$ cat src/rtl/multi_sel_pkg.sv
// rtl/multi_sel_pkg.sv - shared types and constants for the multi_sel frame receiver
package multi_sel_pkg;

  typedef enum logic [1:0] {
    MS_IDLE = 2'd0,
    MS_P1   = 2'd1,
    MS_P2   = 2'd2,
    MS_P3   = 2'd3
  } ms_phase_t;

  localparam int MS_FRAME_LEN = 4;
  localparam int MS_DIN_W     = 11;
  localparam int MS_D_W       = 8;

  // Per-sample multipliers of the sender, in frame order.
  localparam int MS_K0 = 1;
  localparam int MS_K1 = 3;
  localparam int MS_K2 = 7;
  localparam int MS_K3 = 8;

endpackage

$ cat src/rtl/multi_sel_expect.sv
// rtl/multi_sel_expect.sv - shift-add expected sample for the next frame phase
module multi_sel_expect
  import multi_sel_pkg::*;
(
  input  logic [MS_D_W-1:0]   d_cap,
  input  ms_phase_t           phase,
  output logic [MS_DIN_W-1:0] expect_val
);

  logic [MS_DIN_W-1:0] d_ext;

  assign d_ext = {{(MS_DIN_W - MS_D_W){1'b0}}, d_cap};

  always_comb begin
    expect_val = d_ext;
    case (phase)
      MS_P1:   expect_val = (d_ext << 1) + d_ext;
      MS_P2:   expect_val = (d_ext << 3) - d_ext;
      MS_P3:   expect_val = d_ext << 3;
      default: expect_val = d_ext;
    endcase
  end

endmodule

$ cat src/rtl/multi_sel_rx.sv
// rtl/multi_sel_rx.sv - realigns multi_sel frames, recovers d and checks the samples
module multi_sel_rx
  import multi_sel_pkg::*;
#(
  parameter int ERR_CNT_W = 8
) (
  input  logic                 clk,
  input  logic                 rst,
  input  logic                 input_grant,
  input  logic [MS_DIN_W-1:0]  din,
  output logic [MS_D_W-1:0]    d_out,
  output logic                 d_valid,
  output logic                 err,
  output logic [ERR_CNT_W-1:0] err_cnt
);

  ms_phase_t             state_q, state_d;
  logic [MS_D_W-1:0]     d_cap_q, d_cap_d;
  logic                  flag_q, flag_d;
  logic [MS_D_W-1:0]     d_out_q, d_out_d;
  logic                  d_valid_q, d_valid_d;
  logic                  err_q, err_d;
  logic [ERR_CNT_W-1:0]  err_cnt_q, err_cnt_d;
  logic [MS_DIN_W-1:0]   expect_val;
  logic                  mismatch;

  multi_sel_expect u_expect (
    .d_cap      (d_cap_q),
    .phase      (state_q),
    .expect_val (expect_val)
  );

  assign mismatch = (din != expect_val);

  always_comb begin
    state_d   = state_q;
    d_cap_d   = d_cap_q;
    flag_d    = flag_q;
    d_out_d   = d_out_q;
    d_valid_d = 1'b0;
    err_d     = err_q;
    err_cnt_d = err_cnt_q;

    if (input_grant) begin
      // A grant mid-frame closes the old frame as truncated and starts the new one.
      if (state_q != MS_IDLE) begin
        d_valid_d = 1'b1;
        d_out_d   = d_cap_q;
        err_d     = 1'b1;
      end
      d_cap_d = din[MS_D_W-1:0];
      flag_d  = |din[MS_DIN_W-1:MS_D_W];
      state_d = MS_P1;
    end else begin
      case (state_q)
        MS_P1: begin
          flag_d  = flag_q | mismatch;
          state_d = MS_P2;
        end
        MS_P2: begin
          flag_d  = flag_q | mismatch;
          state_d = MS_P3;
        end
        MS_P3: begin
          flag_d    = flag_q | mismatch;
          d_valid_d = 1'b1;
          d_out_d   = d_cap_q;
          err_d     = flag_q | mismatch;
          state_d   = MS_IDLE;
        end
        default: state_d = MS_IDLE;
      endcase
    end

    if (d_valid_d && err_d && (err_cnt_q != {ERR_CNT_W{1'b1}})) begin
      err_cnt_d = err_cnt_q + ERR_CNT_W'(1);
    end
  end

  always_ff @(posedge clk or negedge rst) begin
    if (!rst) begin
      state_q   <= MS_IDLE;
      d_cap_q   <= '0;
      flag_q    <= 1'b0;
      d_out_q   <= '0;
      d_valid_q <= 1'b0;
      err_q     <= 1'b0;
      err_cnt_q <= '0;
    end else begin
      state_q   <= state_d;
      d_cap_q   <= d_cap_d;
      flag_q    <= flag_d;
      d_out_q   <= d_out_d;
      d_valid_q <= d_valid_d;
      err_q     <= err_d;
      err_cnt_q <= err_cnt_d;
    end
  end

  assign d_out   = d_out_q;
  assign d_valid = d_valid_q;
  assign err     = err_q;
  assign err_cnt = err_cnt_q;

endmodule
$ cat config.mk
export PLATFORM = sky130hd
export DESIGN_NAME = multi_sel_rx
export DESIGN_NICKNAME = d
export VERILOG_FILES = /design/src/rtl/multi_sel_pkg.sv /design/src/rtl/multi_sel_expect.sv /design/src/rtl/multi_sel_rx.sv
export SDC_FILE = /design/constraint.sdc
export NUM_CORES = 1
export LEC_CHECK = 0
export CORE_MARGIN = 10
export CORE_UTILIZATION = 51
export CTS_CLUSTER_DIAMETER = 40
export DETAILED_ROUTE_END_ITERATION = 6
export PLACE_DENSITY = 0.77
export SETUP_SLACK_MARGIN = 0.05
export SLEW_MARGIN = 20
export SYNTH_ARGS = -nofsm -noshare
export SYNTH_HDL_FRONTEND = slang
export SYNTH_SLANG_ARGS = --single-unit
$ cat constraint.sdc
create_clock -name clk -period 2.75 [get_ports clk]
set_input_delay 0.55 -clock clk [delete_from_list [all_inputs] [get_ports clk]]
set_output_delay 0.55 -clock clk [all_outputs]
set_load 0.005 [all_outputs]
=== Yosys cells after proc, flatten, opt, wreduce, memory -nomap -nowiden ===
Cells that the tools add are included.

* Register bits: 29
* Input port bits: 14
* Output and inout bits: 18

* Equal/unequal tests: 6
* $add $sub $neg: 3
* Reductions and logical operators: 8
* Bitwise logic cells: 1
* Multiplexer cells: 14

{| class="wikitable"
|+ Operator list
! kind !! count
|-
| one-hot mux 11 bit (3 select lines) || 1
|-
| two-way mux 8 bit || 3
|-
| != test 11 bit || 1
|-
| subtractor 11 x 8 -> 11 bit || 1
|-
| adder 9 x 8 -> 10 bit || 1
|-
| adder 8 x 1 -> 8 bit, second input constant || 1
|-
| two-way mux 1 bit || 8
|-
| != test 8 bit, second input constant || 1
|-
| nonzero test 2 bit || 3
|-
| OR reduction 3 bit || 2
|-
| equality test 2 bit, second input constant || 2
|-
| one-hot mux 2 bit (2 select lines) || 1
|-
| equality test 2 x 1 -> 1 bit, second input constant || 1
|-
| logical AND 1 bit || 2
|-
| two-way mux 2 bit || 1
|-
| != test 2 x 1 -> 1 bit, second input constant || 1
|-
| AND reduction 2 bit || 1
|-
| OR 1 bit || 1
|}

=== Depth between registers and ports, before layout ===
Gate-level depths: netlist of the first run.

* Depth after elaboration: 8
* Gate-level depth with buffers: 13
* Depth with buffers taken out: 12

=== Hierarchy ===
A second synthesis of the first run with hierarchy kept.

* Cell total of the unflattened synthesis: 225
* Area total of the unflattened synthesis: 2322.2 µm²

{| class="wikitable"
|+ By module, submodules not included
! module !! seq. area each (µm²) !! cells an instance !! times used !! area an instance (µm²)
|-
| multi_sel_rx || 725.7 || 105 || 1 || 1398.8
|-
| multi_sel_expect || 0.0 || 120 || 1 || 923.4
|}

=== Worst setup path after synthesis of the first run ===
No wires, ideal clock.

* Path type: register to register
* Start point: reg d_cap_q[5]
* End point: reg err_cnt_q[1], in the netlist err_cnt[1]
* Path buffers: 0
* Clock period less this slack: 2.985 ns
* Stages on the path, launching flop included: 12
* Path slack: -0.235 ns
* Library setup time: 0.127 ns
* Data arrival time: 2.857 ns
* Data required time: 2.623 ns
* Cells stage by stage: dfrtp_1 > inv_1 > ha_1 > or3_1 > o221a_1 > or3_1 > a31oi_1 > a211oi_1 > a211oi_2 > nand4_4 > nand2_2 > mux2_1

* Longest elaborated chain between the ends: 8
* Elaborated cells on any way between the ends: 9
* Those cells by class: add/sub: 2; eq/ne: 1; mux: 3; bitwise: 1; reduce/logical: 2

{| class="wikitable"
|+ RTL lines
! element !! line !! text
|-
| start: declaration || multi_sel_rx.sv:18 || <nowiki>logic [MS_D_W-1:0] d_cap_q, d_cap_d;</nowiki>
|-
| start signal: assignment || multi_sel_rx.sv:91 || <nowiki>d_cap_q <= d_cap_d;</nowiki>
|-
| subtractor 11 x 8 -> 11 bit / adder 9 x 8 -> 10 bit (equally long branches) || multi_sel_expect.sv:18, multi_sel_expect.sv:17 ||
|-
| one-hot mux 11 bit (3 select lines) (*) || multi_sel_expect.sv:16 || <nowiki>case (phase)</nowiki>
|-
| != test 11 bit (*) || multi_sel_rx.sv:33 || <nowiki>assign mismatch = (din != expect_val);</nowiki>
|-
| OR 1 bit (*) || multi_sel_rx.sv:68 || <nowiki>err_d = flag_q | mismatch;</nowiki>
|-
| two-way mux 1 bit (*) || multi_sel_rx.sv:55 || <nowiki>case (state_q)</nowiki>
|-
| two-way mux 1 bit (*) || multi_sel_rx.sv:44 || <nowiki>if (input_grant) begin</nowiki>
|-
| logical AND 1 bit (*) (2 in a row) || multi_sel_rx.sv:75 || <nowiki>if (d_valid_d && err_d && (err_cnt_q != {ERR_CNT_W{1'b1}})) begin</nowiki>
|-
| end signal: assignment || multi_sel_rx.sv:96 || <nowiki>err_cnt_q <= err_cnt_d;</nowiki>
|-
| end: declaration || multi_sel_rx.sv:23 || <nowiki>logic [ERR_CNT_W-1:0] err_cnt_q, err_cnt_d;</nowiki>
|}

Every way passes the cells marked *; elsewhere a longest branch is shown, timed or not.
A chain may end at the register's enable or synchronous reset.

=== Worst setup path after layout of the first run ===
* Start point: reg d_cap_q[1]
* End point: reg err_cnt_q[1], in the netlist err_cnt[1]

The elaborated chain is that of the path after synthesis.

==> flow_summary.ini, run 1 <==
[layout]
area_growth_pct = 44.7
final_nets = 434
drive_gt1_frac = 0.327
num_antenna_cells = 0
fin_area_sq_um = 3680
fill_cells = 330
fin_util = 0.769
final_cells = 464

[drt]
dr_wl_met2_microns = 4040
wl_met1_microns = 3430
dr.pass1.iters = 5
wl_per_cell_microns = 17.9
wl_met3_microns = 513
routed.top_layer = met4
postRouteAntennaNets = 0
dr.first_iter.drc_count = 225
viasPerCell = 5.90
drcViolationCount = 0
routed_wl_microns = 8310
via_count = 2738

[logic_synthesis]
synthTopCellsByArea = dfrtp_1 29%, ha_1 11%, o21ai_0 5.7%
syn_inst = 300
synth_cell_types = 68
synth.top_cell.area_share = 0.285
seq_area_frac_synth = 0.285
synthTopCellsByCount = 36 x nand2_1, 29 x dfrtp_1, 29 x o21ai_0
ys_ff_latch = 29
ys.flop_type = dfrtp_1
synth_edf_count = 0
async_reset_ff_frac = 1.00
synth_area_per_cell_sq_um = 8.48
syn_area_sq_um = 2540
yosysMostFrequentCell = nand2_1
synth_area_leader_cell = dfrtp_1
synth_nets = 338
ys_warn_count = 0

[sta]
fmax_ghz = 0.339
fin_skew_ns = 0.00968
finalCritPeriodShare = 1.07
hold_viol_final = 0
slew_headroom = 0.454
setup_viol = 10
rsz0062_at_grt = yes
final.min_clock_period_ns = 2.95
maxSlewViolCount = 0
tightestPinTransition_ns = 0.816
setup_ws_ns = -0.196

[clock_network]
cts_tree = done
root_buffer = clkbuf_8
h-tree-depth = 2
cts_made_buffers = 5
clockBufferDepth = 2
clkTransAtPathRegs_ns = 0.07
cts_num_sinks = 29
insertion_delay_ns = 0.29

[min_path]
hold-path-cell-count = 2
hold_class = register to register

[global_route]
first_global_vias = 2809
grt_start_max_net_pins = 17
grt_overflow = 0
grt_pass1_wl_microns = 13700
antenna_found_initial = 0
grt_usage = 0.204

[worst_setup_path]
worstSetupEndpointType = register
timing.rr.start = d_cap_q[1]
cp_data_arrival_time_ns = 3.12
reg2reg_depth = 12
cp-startpoint = d_cap_q[1]
r2r_end = err_cnt[1]
r2r_setup_slack_ns = -0.20
crit_required_ns = 2.93
crit_fanout = 5
setup.worst_path.start_class = register
crit_path_end = err_cnt[1]
path_class = register to register

[run]
drv_cap = 0

[floorplan]
die_w_microns = 90.6
dieHeight_microns = 90.6
core.rowCount = 25
io_pins = 32
core-area_sq_um = 4790
die-area_sq_um = 8210
start_util = 0.532

[placed_design]
dp.final_hpwl_microns = 6390
placed_area_sq_um = 3470
place_inst = 453
place.gp.congestion = 0.941
port_buffers = 31
dpl_worst_slack_ns = -0.325

[power_and_ir_drop]
p_switching_mw = 0.784
swShare = 0.379
p_int_mw = 1.28
pwr-share-seq = 0.301
p_leak_nw = 1.63
irDropWorstVdd_uv = 648
combinationalPowerShare = 0.529
clockPowerShare = 0.171
finalPower_mw = 2.07
p_per_area_nw_per_um2 = 562

[run_status]
status = finished with violations
violations = setup timing
==> worst max-delay path, cell delays in order (launching register included) <==
cell and delay (ns):
dfrtp_1 0.42, buf_6 0.14, ha_2 0.18, or3_4 0.35
o221ai_4 0.20, a211oi_2 0.10, nor4_2 0.34, mux2i_1 0.14
a211oi_2 0.23, buf_4 0.17, nand4_4 0.14, nand2_2 0.11
mux2_4 0.30
==> cell type report <==
class | count | area (sq um) | share of cell area
sequential | 29 | 731 | 0.199
tap | 67 | 83.8 | 0.0228
inverter | 17 | 63.8 | 0.0173
clock buffer | 6 | 72.6 | 0.0197
multi-input combinational | 242 | 1880 | 0.511
timing repair buffer | 101 | 840 | 0.228
clock inverter | 2 | 10.0 | 0.00272
==> state kept, by name, summed over array words and instances, names as in the netlist <==
register,count
err,1
d_cap_q,8
err_cnt,8
d_out,8
flag_q,1
state_q,2
d_valid,1
==> layer usage <==
layer | vias up | GRT usage
li1 | 1300 | -
met1 | 1286 | 0.235
met2 | 120 | 0.344
met3 | 32 | 0.0549
met4 | 0 | 0.0889
met5 | - | 0
==> cell families (layout without fill, tap and decap cells) <==
| family | after synthesis | count (layout) | share of synthesized area |
|---|---|---|---|
| AO/OA/AOI/OAI | 91 | 91 | 0.241 |
| XOR/XNOR | 12 | 12 | 0.0413 |
| adder cells (fa/ha/maj) | 24 | 24 | 0.121 |
| buffers and inverters | 29 | 126 | 0.0516 |
| flip-flops | 29 | 29 | 0.285 |
| multiplexers | 6 | 6 | 0.0251 |
| AND/OR/NAND/NOR | 109 | 109 | 0.235 |
==> placed cells by master, fill, tap and decap left out, types with 9 or more instances in the layout <==
cell,instances
buf_4,69
nand2_1,36
clkdlybuf4s50_1,31
o21ai_0,25
dfrtp_1,25
ha_1,17
inv_1,12
nor2_1,12
nand3_1,11
a21oi_1,11
xnor2_1,9
==> power by group through the flow <==
stage / Clock (mW) / Sequential (mW) / Combinational [mW]
2_1_floorplan: 0 / 0.619 / 0.531
3_3_place_gp: 0 / 0.617 / 0.988
3_5_place_dp: 0 / 0.623 / 1.02
4_1_cts: 0.358 / 0.618 / 1.07
5_1_grt: 0.377 / 0.638 / 1.18
6_report: 0.353 / 0.622 / 1.09
==> how the worst min path moves through the flow <==
| stage | startpoint | end | slack (ns) |
|---|---|---|---|
| 6_report | d_out[0] | d_out[0] | 0.49 |
| 5_1_grt | d_out[0] | d_out[0] | 0.52 |
| 4_1_cts | d_out[0] | d_out[0] | 0.49 |
| 3_5_place_dp | d_out[0] | d_out[0] | 0.47 |
| 3_3_place_gp | d_out[7] | d_out[7] | 0.46 |
| 2_1_floorplan | rst | d_cap_q[0] | 0.25 |
==> stage by stage <==
step                      hold WS, ns  TNS [ns]
after global routing            0.523     -2.59
after detailed placement        0.474     -2.35
after floorplan                 0.254    -0.104
final                           0.493     -1.19
after global placement          0.465     -1.68
after CTS                       0.491     -1.38
==> timing repair <==
action	CTS	global route
buffers inserted	3	0
pin swaps	13	5
hold buffers	0	0
resized for setup	20	10
setup endpoints to repair	10	10
Note: power is estimated with default switching activity, not from simulation.
==> run 2: changes to the inputs <==
--- a/config.mk
+++ b/config.mk
@@ -11,7 +11,6 @@
 export DETAILED_ROUTE_END_ITERATION = 6
 export PLACE_DENSITY = 0.77
 export SETUP_SLACK_MARGIN = 0.05
-export SLEW_MARGIN = 20
 export SYNTH_ARGS = -nofsm -noshare
 export SYNTH_HDL_FRONTEND = slang
 export SYNTH_SLANG_ARGS = --single-unit
==> results of run 2 <==
The final DEF is identical to that of run 1; final timing and power are the same.
==> run 3: changes to the inputs <==
--- a/config.mk
+++ b/config.mk
@@ -8,6 +8,7 @@
 export CORE_MARGIN = 10
 export CORE_UTILIZATION = 51
 export CTS_CLUSTER_DIAMETER = 40
+export CTS_CLUSTER_SIZE = 16
 export DETAILED_ROUTE_END_ITERATION = 6
 export PLACE_DENSITY = 0.77
 export SETUP_SLACK_MARGIN = 0.05
==> results of run 3 <==
The final DEF is identical to that of run 1; final timing and power are the same.
